**config.mk**
```make
export PLATFORM = sky130hd
export DESIGN_NAME = answer_judge_flat
export DESIGN_NICKNAME = d
export VERILOG_FILES = /design/src/rtl/answer_judge_pkg.sv /design/src/rtl/answer_judge_if.sv /design/src/rtl/answer_judge_rise_detect.sv /design/src/rtl/answer_judge.sv /design/src/flat_wrapper.sv
export SDC_FILE = /design/constraint.sdc
export NUM_CORES = 1
export LEC_CHECK = 0
export CORE_MARGIN = 2
export CORE_UTILIZATION = 45
export CTS_CLUSTER_DIAMETER = 60
export CTS_CLUSTER_SIZE = 24
export DETAILED_ROUTE_END_ITERATION = 12
export PLACE_DENSITY = 0.67
export RECOVER_POWER = 50
export REMOVE_ABC_BUFFERS = 1
export SYNTH_ARGS = -nofsm -noshare
export SYNTH_HDL_FRONTEND = slang
export SYNTH_SLANG_ARGS = --single-unit
```
**constraint.sdc**
```tcl
create_clock -name clk -period 5.2 [get_ports clk]
set_input_delay 0.52 -clock clk [delete_from_list [all_inputs] [get_ports clk]]
set_output_delay 0.52 -clock clk [all_outputs]
set_load 0.005 [all_outputs]
```
**src/rtl/answer_judge_pkg.sv**
```systemverilog
// Shared constants for the judge stage and the CONTROL FSM: state codes, verdict
// codes and HP flag codes, plus the factor product helper.
package answer_judge_pkg;

  localparam logic [3:0] ST_READY    = 4'b0010;
  localparam logic [3:0] ST_QUESTION = 4'b0011;
  localparam logic [3:0] ST_INPUT    = 4'b0100;
  localparam logic [3:0] ST_WRONG    = 4'b0111;
  localparam logic [3:0] ST_WIN      = 4'b1010;
  localparam logic [3:0] ST_LOSE     = 4'b1011;

  typedef enum logic [1:0] {
    JUDG_NONE = 2'b00,
    JUDG_GOOD = 2'b01,
    JUDG_OUCH = 2'b10,
    JUDG_DRAW = 2'b11
  } judg_t;

  localparam logic [1:0] WRONG_NONE = 2'b00;
  localparam logic [1:0] WRONG_CODE = 2'b11;

  localparam logic [1:0] HPF_PLAY = 2'b00;
  localparam logic [1:0] HPF_WIN  = 2'b01;
  localparam logic [1:0] HPF_LOSE = 2'b10;

  // Factors are 1..8, so the product never exceeds 64 and fits in 7 bits.
  function automatic logic [6:0] factor_product(input logic [3:0] a, input logic [3:0] b);
    return {3'b000, a} * {3'b000, b};
  endfunction

endpackage

```
**src/rtl/answer_judge_if.sv**
```systemverilog
// Player/CONTROL-facing signal bundle of the judge stage.
interface answer_judge_if;
  logic [3:0] state;
  logic [5:0] q_num;
  logic [2:0] sel;
  logic       dec;
  logic       clr_in;
  logic [1:0] judg;
  logic [1:0] wrong;
  logic [1:0] hp_flag;
  logic [2:0] p_hp;
  logic [2:0] e_hp;

  modport master (
    output state, q_num, sel, dec, clr_in,
    input  judg, wrong, hp_flag, p_hp, e_hp
  );

  modport slave (
    input  state, q_num, sel, dec, clr_in,
    output judg, wrong, hp_flag, p_hp, e_hp
  );
endinterface

```
**src/rtl/answer_judge_rise_detect.sv**
```systemverilog
// Registered rising-edge pulse for a switch level; clr resyncs the history to the
// current level so a switch already held high does not fire.
module answer_judge_rise_detect (
  input  logic clk,
  input  logic rst,
  input  logic clr,
  input  logic level,
  output logic pulse
);

  logic prev;

  always_ff @(posedge clk) begin
    if (rst) begin
      prev  <= 1'b0;
      pulse <= 1'b0;
    end else if (clr) begin
      prev  <= level;
      pulse <= 1'b0;
    end else begin
      prev  <= level;
      pulse <= level & ~prev;
    end
  end

endmodule

```
**src/rtl/answer_judge.sv**
```systemverilog
// Judge stage: collects two factor entries per question, compares their product with
// the question number, issues GOOD/OUCH/DRAW/WRONG and keeps player/enemy HP and timer.
module answer_judge
  import answer_judge_pkg::*;
#(
  parameter int HP_INIT    = 3,
  parameter int ANS_CYCLES = 16,
  parameter int MAX_WRONG  = 3
) (
  input logic         clk,
  input logic         rst,
  answer_judge_if.slave bus
);

  localparam int TW = $clog2(ANS_CYCLES + 1);
  localparam int WW = $clog2(MAX_WRONG + 1);
  localparam logic [TW-1:0] TIMER_LAST = TW'(ANS_CYCLES - 1);
  localparam logic [WW-1:0] WRONG_MAX  = WW'(MAX_WRONG);
  localparam logic [2:0]    HP_FULL    = 3'(HP_INIT);

  logic          dec_pulse;
  logic          clr_pulse;
  logic          edge_clr;
  logic [5:0]    n;
  logic [3:0]    a;
  logic [3:0]    b;
  logic          have_a;
  logic          judge_pending;
  logic [TW-1:0] timer;
  logic [WW-1:0] wrong_cnt;
  logic [WW-1:0] wrong_cnt_next;
  logic          game_over;
  logic          verdict_pending;
  logic [6:0]    product;
  logic [3:0]    entry;
  judg_t         judg;
  logic [1:0]    wrong;
  logic [1:0]    hp_flag;
  logic [2:0]    p_hp;
  logic [2:0]    e_hp;

  assign edge_clr = (bus.state == ST_QUESTION);

  answer_judge_rise_detect u_dec_edge (
    .clk   (clk),
    .rst   (rst),
    .clr   (edge_clr),
    .level (bus.dec),
    .pulse (dec_pulse)
  );

  answer_judge_rise_detect u_clr_edge (
    .clk   (clk),
    .rst   (rst),
    .clr   (edge_clr),
    .level (bus.clr_in),
    .pulse (clr_pulse)
  );

  assign product         = factor_product(a, b);
  assign entry           = {1'b0, bus.sel} + 4'd1;
  assign wrong_cnt_next  = wrong_cnt + 1'b1;
  assign verdict_pending = (judg != JUDG_NONE) || (wrong != WRONG_NONE);

  // Priority inside INPUT: timeout, then the pending judgement, then CLR over DEC.
  always_ff @(posedge clk) begin
    if (rst) begin
      n             <= '0;
      a             <= '0;
      b             <= '0;
      have_a        <= 1'b0;
      judge_pending <= 1'b0;
      timer         <= '0;
      wrong_cnt     <= '0;
      game_over     <= 1'b0;
      judg          <= JUDG_NONE;
      wrong         <= WRONG_NONE;
      hp_flag       <= HPF_PLAY;
      p_hp          <= HP_FULL;
      e_hp          <= HP_FULL;
    end else begin
      hp_flag <= (e_hp == 3'd0) ? HPF_WIN : (p_hp == 3'd0) ? HPF_LOSE : HPF_PLAY;
      if (bus.state != ST_INPUT) judg <= JUDG_NONE;
      if (bus.state == ST_WRONG) wrong <= WRONG_NONE;

      case (bus.state)
        ST_QUESTION: begin
          n             <= bus.q_num;
          have_a        <= 1'b0;
          judge_pending <= 1'b0;
          timer         <= '0;
          wrong_cnt     <= '0;
        end
        ST_READY: begin
          have_a        <= 1'b0;
          judge_pending <= 1'b0;
          timer         <= '0;
          if (game_over) begin
            p_hp      <= HP_FULL;
            e_hp      <= HP_FULL;
            hp_flag   <= HPF_PLAY;
            game_over <= 1'b0;
          end
        end
        ST_WIN, ST_LOSE: game_over <= 1'b1;
        ST_INPUT: begin
          if (!verdict_pending) begin
            timer <= timer + 1'b1;
            if (timer == TIMER_LAST) begin
              judg          <= JUDG_OUCH;
              p_hp          <= (p_hp == 3'd0) ? 3'd0 : p_hp - 3'd1;
              have_a        <= 1'b0;
              judge_pending <= 1'b0;
            end else if (judge_pending) begin
              judge_pending <= 1'b0;
              have_a        <= 1'b0;
              if (product != {1'b0, n}) begin
                wrong_cnt <= wrong_cnt_next;
                if (wrong_cnt_next == WRONG_MAX) begin
                  judg <= JUDG_OUCH;
                  p_hp <= (p_hp == 3'd0) ? 3'd0 : p_hp - 3'd1;
                end else begin
                  wrong <= WRONG_CODE;
                end
              end else if (a == 4'd1 || b == 4'd1) begin
                judg <= JUDG_DRAW;
              end else begin
                judg <= JUDG_GOOD;
                e_hp <= (e_hp == 3'd0) ? 3'd0 : e_hp - 3'd1;
              end
            end else if (clr_pulse) begin
              have_a <= 1'b0;
            end else if (dec_pulse) begin
              if (!have_a) begin
                a      <= entry;
                have_a <= 1'b1;
              end else begin
                b             <= entry;
                judge_pending <= 1'b1;
              end
            end
          end
        end
        default: ;
      endcase
    end
  end

  assign bus.judg    = judg;
  assign bus.wrong   = wrong;
  assign bus.hp_flag = hp_flag;
  assign bus.p_hp    = p_hp;
  assign bus.e_hp    = e_hp;

endmodule

```
**src/flat_wrapper.sv**
```systemverilog
// flat-port wrapper written by rule: the top's interface ports become plain ports
module answer_judge_flat import answer_judge_pkg::*;
#(
  parameter int HP_INIT    = 3,
  parameter int ANS_CYCLES = 16,
  parameter int MAX_WRONG  = 3
)
  (clk, rst, bus_state, bus_q_num, bus_sel, bus_dec, bus_clr_in, bus_judg, bus_wrong, bus_hp_flag, bus_p_hp, bus_e_hp);
  answer_judge_if bus_i ();
  input logic clk;
  input logic rst;
  input wire logic [$bits(bus_i.state)-1:0] bus_state;
  input wire logic [$bits(bus_i.q_num)-1:0] bus_q_num;
  input wire logic [$bits(bus_i.sel)-1:0] bus_sel;
  input wire logic [$bits(bus_i.dec)-1:0] bus_dec;
  input wire logic [$bits(bus_i.clr_in)-1:0] bus_clr_in;
  output wire logic [$bits(bus_i.judg)-1:0] bus_judg;
  output wire logic [$bits(bus_i.wrong)-1:0] bus_wrong;
  output wire logic [$bits(bus_i.hp_flag)-1:0] bus_hp_flag;
  output wire logic [$bits(bus_i.p_hp)-1:0] bus_p_hp;
  output wire logic [$bits(bus_i.e_hp)-1:0] bus_e_hp;
  assign bus_i.state = bus_state;
  assign bus_i.q_num = bus_q_num;
  assign bus_i.sel = bus_sel;
  assign bus_i.dec = bus_dec;
  assign bus_i.clr_in = bus_clr_in;
  assign bus_judg = bus_i.judg;
  assign bus_wrong = bus_i.wrong;
  assign bus_hp_flag = bus_i.hp_flag;
  assign bus_p_hp = bus_i.p_hp;
  assign bus_e_hp = bus_i.e_hp;
  answer_judge #(.HP_INIT(HP_INIT), .ANS_CYCLES(ANS_CYCLES), .MAX_WRONG(MAX_WRONG)) u_core (.clk(clk), .rst(rst), .bus(bus_i));
endmodule
```
-- Word-level counts from Yosys, hierarchy flattened
Cells that the tools add are included.
- $add $sub $neg: 5
- multiply operators: 1
- equality and inequality tests: 23
- muxes and demuxes: 55
- bitwise operators: 9
- reduce and logical (&&, ||, !) cells: 20
- operator list (cell ; count):
    $mux W2 ; 23
    $mux W3 ; 13
    $reduce_and A7 Y1 ; 3
    $pmux W3 S2 ; 2
    $reduce_bool A2 Y1 ; 6
    $mux W1 ; 11
    $pmux W5 S2 ; 1
    $ne A3 B1 Y1 const B ; 3
    $eq A4 B1 Y1 const B ; 2
    $eq A4 B2 Y1 const B ; 2
    $eq A4 B3 Y1 const B ; 2
    $eq A4 B4 Y1 const B ; 2
    $ne A2 B2 Y1 const B ; 4
    $mul A4 B4 Y7 ; 1
    $ne A7 B6 Y1 ; 1
    $not A1 Y1 ; 7
    $logic_not A3 Y1 ; 2
    $ne A2 B1 Y1 const B ; 3
    $pmux W1 S2 ; 3
    $reduce_and A6 Y1 ; 1
    $reduce_or A2 Y1 ; 3
    $sub A3 B1 Y3 const B ; 2
    $add A5 B1 Y5 const B ; 1
    $eq A5 B4 Y1 const B ; 1
    12 further kinds ; 14
- register bits: 40
- input bits: 17
- output and inout port bits: 12

-- Longest topological paths before layout
Gate-level depths: netlist (run 1).
- word-level depth: 8
- gate-level depth with buffers: 13
- depth with buffers taken out: 12

-- Modules after synthesis
A second synthesis (run 1) with hierarchy kept.
- cells, all modules: 252
- area, all modules: 2265.9 um2
- by module, submodules not included (module ; instances ; cells each ; area each (um2)):
    answer_judge ; 1 ; 244 ; 2143.3
    answer_judge_rise_detect ; 2 ; 4 ; 61.3

-- Worst setup path after synthesis (run 1)
OpenSTA, ideal clock, no wires.
- kind: flip-flop to flip-flop
- start: register u_core.b[3]
- end: register u_core.p_hp[1] (netlist: u_core.bus.p_hp[1])
- data arrival time: 3.355 ns
- data required time: 5.080 ns
- path slack: 1.726 ns
- stages on the path, launching flop included: 13
- clock period less this slack: 3.474 ns
- path through: dfxtp_1 -> nand2_1 -> fa_1 -> fa_1 -> inv_1 -> fa_1 -> a21o_1 -> a21oi_1 -> xnor2_1 -> nand3_1 -> clkbuf_1 -> o31a_2 -> a211o_1
- longest elaborated chain between the ends: 4
- RTL lines (element ; line ; text):
    start, declared ; answer_judge.sv:26 ; logic [3:0] b;
    start signal, assigned ; answer_judge.sv:138 ; b <= entry;
    $mul A4 B4 Y7 ; answer_judge_pkg.sv:28 ; return {3'b000, a} * {3'b000, b};
    $ne A7 B6 Y1 ; answer_judge.sv:117 ; if (product != {1'b0, n}) begin
    $ne A3 B1 Y1 (no source line) ; -- ;
    $reduce_and A6 Y1 (no source line) ; -- ;
    end signal, assigned ; answer_judge.sv:111 ; p_hp <= (p_hp == 3'd0) ? 3'd0 : p_hp - 3'd1;
    end signal, assigned ; answer_judge.sv:121 ; p_hp <= (p_hp == 3'd0) ? 3'd0 : p_hp - 3'd1;
    end, declared ; answer_judge.sv:39 ; logic [2:0] p_hp;
Every way passes these cells.
A chain may end at the register's enable or synchronous reset.

-- Worst setup path after layout (run 1)
- start: register u_core.b[3]
- end: register u_core.p_hp[0] (netlist: u_core.bus.p_hp[0])
The elaborated chain is that of the path after synthesis.

==> results of run 1 <==
metrics by stage:
step | hold WS, ns | utilization | instance area [µm²]
3_5_place_dp | 0.385 | 0.526 | 2650
5_1_grt | 0.424 | 0.541 | 2730
6_report | 0.397 | 0.541 | 2730
3_3_place_gp | 0.377 | 0.526 | 2650
4_1_cts | 0.397 | 0.542 | 2730
2_1_floorplan | 0.373 | - | 2280
cell usage after synthesis (6+ instances only):
| library cell | n |
|---|---|
| sky130_fd_sc_hd__a21oi_1 | 21 |
| sky130_fd_sc_hd__and2_1 | 8 |
| sky130_fd_sc_hd__clkbuf_1 | 6 |
| sky130_fd_sc_hd__dfxtp_1 | 40 |
| sky130_fd_sc_hd__ha_1 | 18 |
| sky130_fd_sc_hd__inv_1 | 15 |
| sky130_fd_sc_hd__mux2i_1 | 10 |
| sky130_fd_sc_hd__nand2_1 | 30 |
| sky130_fd_sc_hd__nor2_1 | 33 |
| sky130_fd_sc_hd__nor3_1 | 6 |
| sky130_fd_sc_hd__nor3b_1 | 6 |
| sky130_fd_sc_hd__xnor2_1 | 11 |
logic make-up (layout without fill, tap and decap cells):
logic type,count (synthesis),after routing,share of synthesized area
xor gates and xnor gates,14,14,0.0527
and+or+nand+nor,117,117,0.256
buffers and inverters,24,51,0.0452
AOI/OAI and AO/OA,45,45,0.127
muxes,10,10,0.0431
DFF,40,40,0.344
adders and majority gates,22,22,0.131
worst max-delay path: stages (launching register included):
cell,delay (ns)
sky130_fd_sc_hd__dfxtp_1,0.43
sky130_fd_sc_hd__nand2_1,0.11
sky130_fd_sc_hd__fa_1,0.51
sky130_fd_sc_hd__fa_1,0.54
sky130_fd_sc_hd__inv_1,0.08
sky130_fd_sc_hd__fa_1,0.47
sky130_fd_sc_hd__xnor2_1,0.16
sky130_fd_sc_hd__xnor2_1,0.12
sky130_fd_sc_hd__nor3_1,0.24
sky130_fd_sc_hd__nand3_1,0.35
sky130_fd_sc_hd__or3_2,0.54
sky130_fd_sc_hd__o221a_2,0.28
power by group through the flow:
stage               sequential, W  combinational (W)  clock, W
global route             0.000314          0.0000484  0.000223
CTS                      0.000313          0.0000440  0.000207
finish                   0.000313          0.0000429  0.000200
detailed placement       0.000320          0.0000437         0
global placement         0.000320          0.0000430         0
floorplan                0.000319          0.0000194         0
path summary, 6_finish.rpt:
path,endpoint,depth (start not counted),startpoint,slack [ns]
setup / recovery,u_core.bus.p_hp[0],11,u_core.b[3],1.27
hold / removal,u_core.u_dec_edge.pulse,1,u_core.u_dec_edge.prev,0.40
setup reg to reg,u_core.bus.p_hp[0],11,u_core.b[3],1.27
hold reg to reg,u_core.u_dec_edge.pulse,1,u_core.u_dec_edge.prev,0.40
registers in the layout, summed over array words and instances, names as in the netlist, 2 cells and up:
| signal | count |
|---|---|
| u_core.a | 4 |
| u_core.bus.e_hp | 3 |
| u_core.bus.judg | 2 |
| u_core.bus.hp_flag | 2 |
| u_core.bus.wrong | 2 |
| u_core.wrong_cnt | 2 |
| u_core.b | 4 |
| u_core.bus.p_hp | 3 |
| u_core.timer | 5 |
| u_core.n | 6 |
layer usage:
layer,GRT usage,vias to the layer above
met4,0.0546,0
met5,0,-
met1,0.244,903
met3,0.0423,4
li1,-,992
met2,0.316,34
final cells by class:
type / count / area, µm²
Tap cell: 70 / 87.6
Sequential cell: 40 / 801
Inverter: 15 / 56.3
Clock inverter: 2 / 12.5
Fill cell: 509 / 2310
Timing Repair Buffer: 29 / 284
Clock buffer: 5 / 68.8
Multi-Input combinational cell: 208 / 1420
==> metrics.yaml, run 1 <==
synth_enable_flop_cells: 0
insertion_delay_ns: 0.29
synth_top_area_cell: "sky130_fd_sc_hd__dfxtp_1"
hold_path_class: "register to register"
crit_arrival_ns: 4.11
setup_failing_eps_final: 0
initial_antenna_violation_count: 0
period_needed_ns: 3.93
ctsResizeCount: 0
seq_power_share: 0.563
number_of_register_bits_inferred_by_synthesis: 40
met3RoutedLength_um: 168
power_leakage_nw: 1.16
detailroute.via_count: 1933
start_kind: "register"
gp_congestion: 0.844
globalRouteTotalUtil: 0.189
synth_largest_type_area_fraction: 0.344
route.detailed.vias_per_inst: 5.24
tritoncts_clock_tree: "yes"
nNetsFinal: 338
fin_setup_tns_ns: 0
cts_num_sinks: 40
dominant_cells_by_area_after_synthesis: "sky130_fd_sc_hd__dfxtp_1, sky130_fd_sc_hd__ha_1, sky130_fd_sc_hd__nor2_1, sky130_fd_sc_hd__nand2_1, sky130_fd_sc_hd__a21oi_1"
clock_pin_slew_of_the_registers_on_the_worst_case_setup_and_hold_paths_ns: 0.08
initialDrtViolationCount: 85
setup.worst_path.end_class: "register"
finalPower_w: 0.000556
stdcell_count: 369
netSwitchingFraction: 0.242
post-route-period-util: 0.756
cp.required_ns: 5.38
route.met2.wl_um: 2370
floorplan.die.height_um: 75.9
critPathMaxFanout: 11
router_iterations_before_antenna_repair: 4
design.portCount: 29
cts_inserted_buffers: 5
max_clock_freq_ghz: 0.254
tightestPinTransition_ns: 1.57
area_overhead_of_the_layout_relative_to_synthesis_pct: 17.4
vias_in_the_first_global_route: 1840
ir_drop_uv: 168
path_class: "register to register"
postSynth.asyncResetShare: 0
pre_cts_ws_ns: 1.25
comb_power_share: 0.077
syn_area_per_cell_um2: 8.55
post-route-worst-setup-slack_ns: 1.27
final-hold-violation-count: 0
power_report.internal_total_w: 0.000422
drv_slew: 38
core.rowCount: 26
share_clk_of_total_power: 0.360
antennaDiodeCount: 0
share_of_cells_above_drive_strength_1: 0.0635
most-common-layout-cells: "sky130_fd_sc_hd__dfxtp_1, sky130_fd_sc_hd__nor2_1, sky130_fd_sc_hd__nand2_1"
timing.clock.skew_ns: 0.00383
power_switching_w: 0.000134
post_cts.repair.setup_buffers: 0
met1Wirelength_um: 2280
htreeDepth: 2
maxUsedRoutingLayer: "met4"
grt_first_pass_wirelength_um: 8200
violations_in_the_final_reports: "max-capacitance violations, max-slew violations"
cts_root_buffer: "sky130_fd_sc_hd__clkbuf_8"
synth-main-ff-cell: "sky130_fd_sc_hd__dfxtp_1"
grt_start_max_net_pins: 38
port_buffers: 28
place_hpwl_um: 3760
unrepaired_setup_endpoints_after_global_routing: "false"
max-clock-path-buffers: 2
mostFrequentLayoutCell: "sky130_fd_sc_hd__dfxtp_1"
dp_cells: 362
design.die.area_mm2: 0.00576
max_slew_margin: -0.0483
final_antenna_net_count: 0
post-route-drc-count: 0
hold_buffers: 0
cellPowerDensity_mw_per_mm2: 204
wl_um: 4870
yosysWarnings: 0
synth.lib_cells_used.distinct: 51
cap_viol_max_count: 1
grt_overflow: 0
run_status: "complete, but fails checks"
detail_route.wl_per_cell_um: 13.2
synthCells: 272
syn-cell-area_mm2: 0.00232
synth_seq_area_share: 0.344
initial_core_util: 0.461
area_of_the_placeable_core_mm2: 0.00504
horizontal_extent_of_the_die_um: 75.9
Note: power is estimated with default switching activity, not from simulation.
==> run 2, diff against run 1 <==
--- a/config.mk
+++ b/config.mk
@@ -10,7 +10,7 @@
 export CTS_CLUSTER_DIAMETER = 60
 export CTS_CLUSTER_SIZE = 24
 export DETAILED_ROUTE_END_ITERATION = 12
-export PLACE_DENSITY = 0.67
+export PLACE_DENSITY = 0.69
 export RECOVER_POWER = 50
 export REMOVE_ABC_BUFFERS = 1
 export SYNTH_ARGS = -nofsm -noshare
==> constraint.sdc (replaced) <==
create_clock -name clk -period 3.4 [get_ports clk]
set_input_delay 0.34 -clock clk [delete_from_list [all_inputs] [get_ports clk]]
set_output_delay 0.34 -clock clk [all_outputs]
set_load 0.005 [all_outputs]
==> run 2 against run 1 <==
  * The flow still finishes with violations (max-capacitance violations, max-slew violations)
  * Die area unchanged
  * Final area grew 6.7%
  * Maximum frequency increased by 21%
  * Clock power grew 110%
  * Register-to-register slack worse by 1.1 ns
  * Non-clock buffer count grew 11
==> metrics.yaml, run 2 (synthesis gave the netlist of run 1 again) <==
cp.required_ns: 3.60
met3_usage: 0.0357
seq_power_share: 0.488
share_clk_of_total_power: 0.436
max_clock_freq_ghz: 0.307
critPathMaxFanout: 4
cts_num_sinks: 40
antennaDiodeCount: 0
horizontal_extent_of_the_die_um: 75.9
grt_start_max_net_pins: 37
globalRouteTotalUtil: 0.188
detail_route.wl_per_cell_um: 13.1
max-clock-path-buffers: 2
design.portCount: 29
setup_failing_eps_final: 0
cp_cell_instances: "nand2_2 -> fa_1 -> fa_1 -> inv_2 -> buf_4 -> ha_1 -> a21o_1 -> a21oi_2 -> xnor2_1 -> nand3_2 -> or3_4 -> o221a_4"
share_of_cells_above_drive_strength_1: 0.138
htreeDepth: 2
rrSetupSlack_ns: 0.14
route.detailed.vias_per_inst: 5.17
max_slew_margin: -0.0521
area_overhead_of_the_layout_relative_to_synthesis_pct: 25.2
cts_root_buffer: "sky130_fd_sc_hd__clkbuf_8"
comb_power_share: 0.076
critical_path.top_delay_family: "adder cells"
vias_in_the_first_global_route: 1813
start_kind: "register"
tritoncts_clock_tree: "yes"
worst_path_max_delay_cell: "sky130_fd_sc_hd__fa_1"
grtUsageMet1: 0.256
violations_in_the_final_reports: "max-capacitance violations, max-slew violations"
drv_slew: 37
gr-max-usage-layer: "met2"
cts_inserted_buffers: 5
setup.worst_path.end_class: "register"
finish.instance_area_mm2: 0.00291
final-hold-violation-count: 0
floorplan.die.height_um: 75.9
core.rowCount: 26
cap_viol_max_count: 1
hold_path_class: "register to register"
ir_drop_uv: 204
grt_first_pass_wirelength_um: 8160
area_used_by_multi_input_combinational_logic_mm2: 0.00147
post-route-drc-count: 0
register_area_um2: 805
gp_congestion: 0.844
design.die.area_mm2: 0.00576
insertion_delay_ns: 0.30
period_needed_ns: 3.26
post-route-period-util: 0.959
path_class: "register to register"
area_of_the_placeable_core_mm2: 0.00504
worstPathBufferInverterCount: 2
power_switching_w: 0.000210
timing.clock.skew_ns: 0.00338
most-common-layout-cells: "sky130_fd_sc_hd__dfxtp_1, sky130_fd_sc_hd__nor2_1, sky130_fd_sc_hd__nand2_1"
pre_cts_ws_ns: -0.192
max_stage_delay_ns: 0.52
port_buffers: 28
final_antenna_net_count: 0
cp_common_cell: "sky130_fd_sc_hd__fa_1"
initialDrtViolationCount: 61
nFillCells: 464
place_hpwl_um: 3700
largest_reg_flops: 6
wl_um: 4970
router_iterations_before_antenna_repair: 4
run_status: "complete, but fails checks"
post-route-worst-setup-slack_ns: 0.139
crit_arrival_ns: 3.46
clock_pin_slew_of_the_registers_on_the_worst_case_setup_and_hold_paths_ns: 0.08
power_leakage_nw: 1.25
power_report.internal_total_w: 0.000771
detailroute.via_count: 1971
postPlaceCellArea_mm2: 0.00273
mostFrequentLayoutCell: "sky130_fd_sc_hd__dfxtp_1"
global_routing_usage_on_met2: 0.289
initial_antenna_violation_count: 0
largestRegisters: "u_core.n: 6 flops, u_core.timer: 5 flops"
nNetsFinal: 349
cellPowerDensity_mw_per_mm2: 337
hold_buffers: 0
netSwitchingFraction: 0.214
top_register: "u_core.n"
grt_overflow: 0
initial_core_util: 0.461
tightestPinTransition_ns: 1.58
[run 2: cell types whose count changed in the layout (fill, tap and decap cells not counted), sizes merged]
cell	change
clkinv	-1
clkdlybuf4s50	+1
dlygate4sd3	-1
buf	+11
bufinv	+1
clkinvlp	-1
clkbuf	+2
[run 2: layer usage]
metal | vias to the layer above | routed length (µm)
li1 | 1021 | -
met2 | 44 | 2280
met5 | - | 0
met1 | 899 | 2380
met3 | 7 | 231
met4 | 0 | 86
[run 2: power by group through the flow]
| stage | clock [W] | sequential, W | combinational [W] |
|---|---|---|---|
| 2_1_floorplan | 0 | 0.000488 | 0.0000296 |
| 3_3_place_gp | 0 | 0.000489 | 0.0000687 |
| 3_5_place_dp | 0 | 0.000489 | 0.0000693 |
| 4_1_cts | 0.000440 | 0.000478 | 0.0000754 |
| 5_1_grt | 0.000455 | 0.000479 | 0.0000814 |
| 6_report | 0.000428 | 0.000478 | 0.0000743 |
[run 2: worst paths after layout]
check | from | endpoint | cells after the start
max | u_core.a[2] | u_core.bus.p_hp[0] | 12
min reg2reg | u_core.u_dec_edge.prev | u_core.u_dec_edge.pulse | 1
max reg2reg | u_core.a[2] | u_core.bus.p_hp[0] | 12
min | u_core.u_dec_edge.prev | u_core.u_dec_edge.pulse | 1
[run 2: stage by stage]
stage	std cells	utilization	power [W]	setup TNS (ns)	hold WS (ns)
2_1_floorplan	263	-	0.000518	-0.312	0.373
3_3_place_gp	372	0.541	0.000558	-0.170	0.376
3_5_place_dp	372	0.541	0.000559	-0.627	0.378
4_1_cts	381	0.575	0.000994	-0.0226	0.389
5_1_grt	381	0.577	0.00102	-0.0509	0.396
6_report	381	0.577	0.000981	0	0.390
[run 2: timing repair]
action,CTS,global route
setup buffers,1,0
pin swaps,8,6
resized for setup,12,4
setup endpoints to repair,7,8
[run 2: worst reg2reg max path: stages, from the launching register on]
cell and delay (ns):
sky130_fd_sc_hd__dfxtp_2 0.34, sky130_fd_sc_hd__nand2_2 0.06, sky130_fd_sc_hd__fa_1 0.50, sky130_fd_sc_hd__fa_1 0.52
sky130_fd_sc_hd__inv_2 0.05, sky130_fd_sc_hd__buf_4 0.12, sky130_fd_sc_hd__ha_1 0.28, sky130_fd_sc_hd__a21o_1 0.17
sky130_fd_sc_hd__a21oi_2 0.15, sky130_fd_sc_hd__xnor2_1 0.18, sky130_fd_sc_hd__nand3_2 0.17, sky130_fd_sc_hd__or3_4 0.36
sky130_fd_sc_hd__o221a_4 0.26
[run 2: final cells by class]
type,instances,share of cell area
sequential,40,0.276
multi-input combinational,208,0.504
inverter,15,0.0193
tap,70,0.0301
timing repair buffer,40,0.127
clock buffer,7,0.0331
clock inverter,1,0.0103
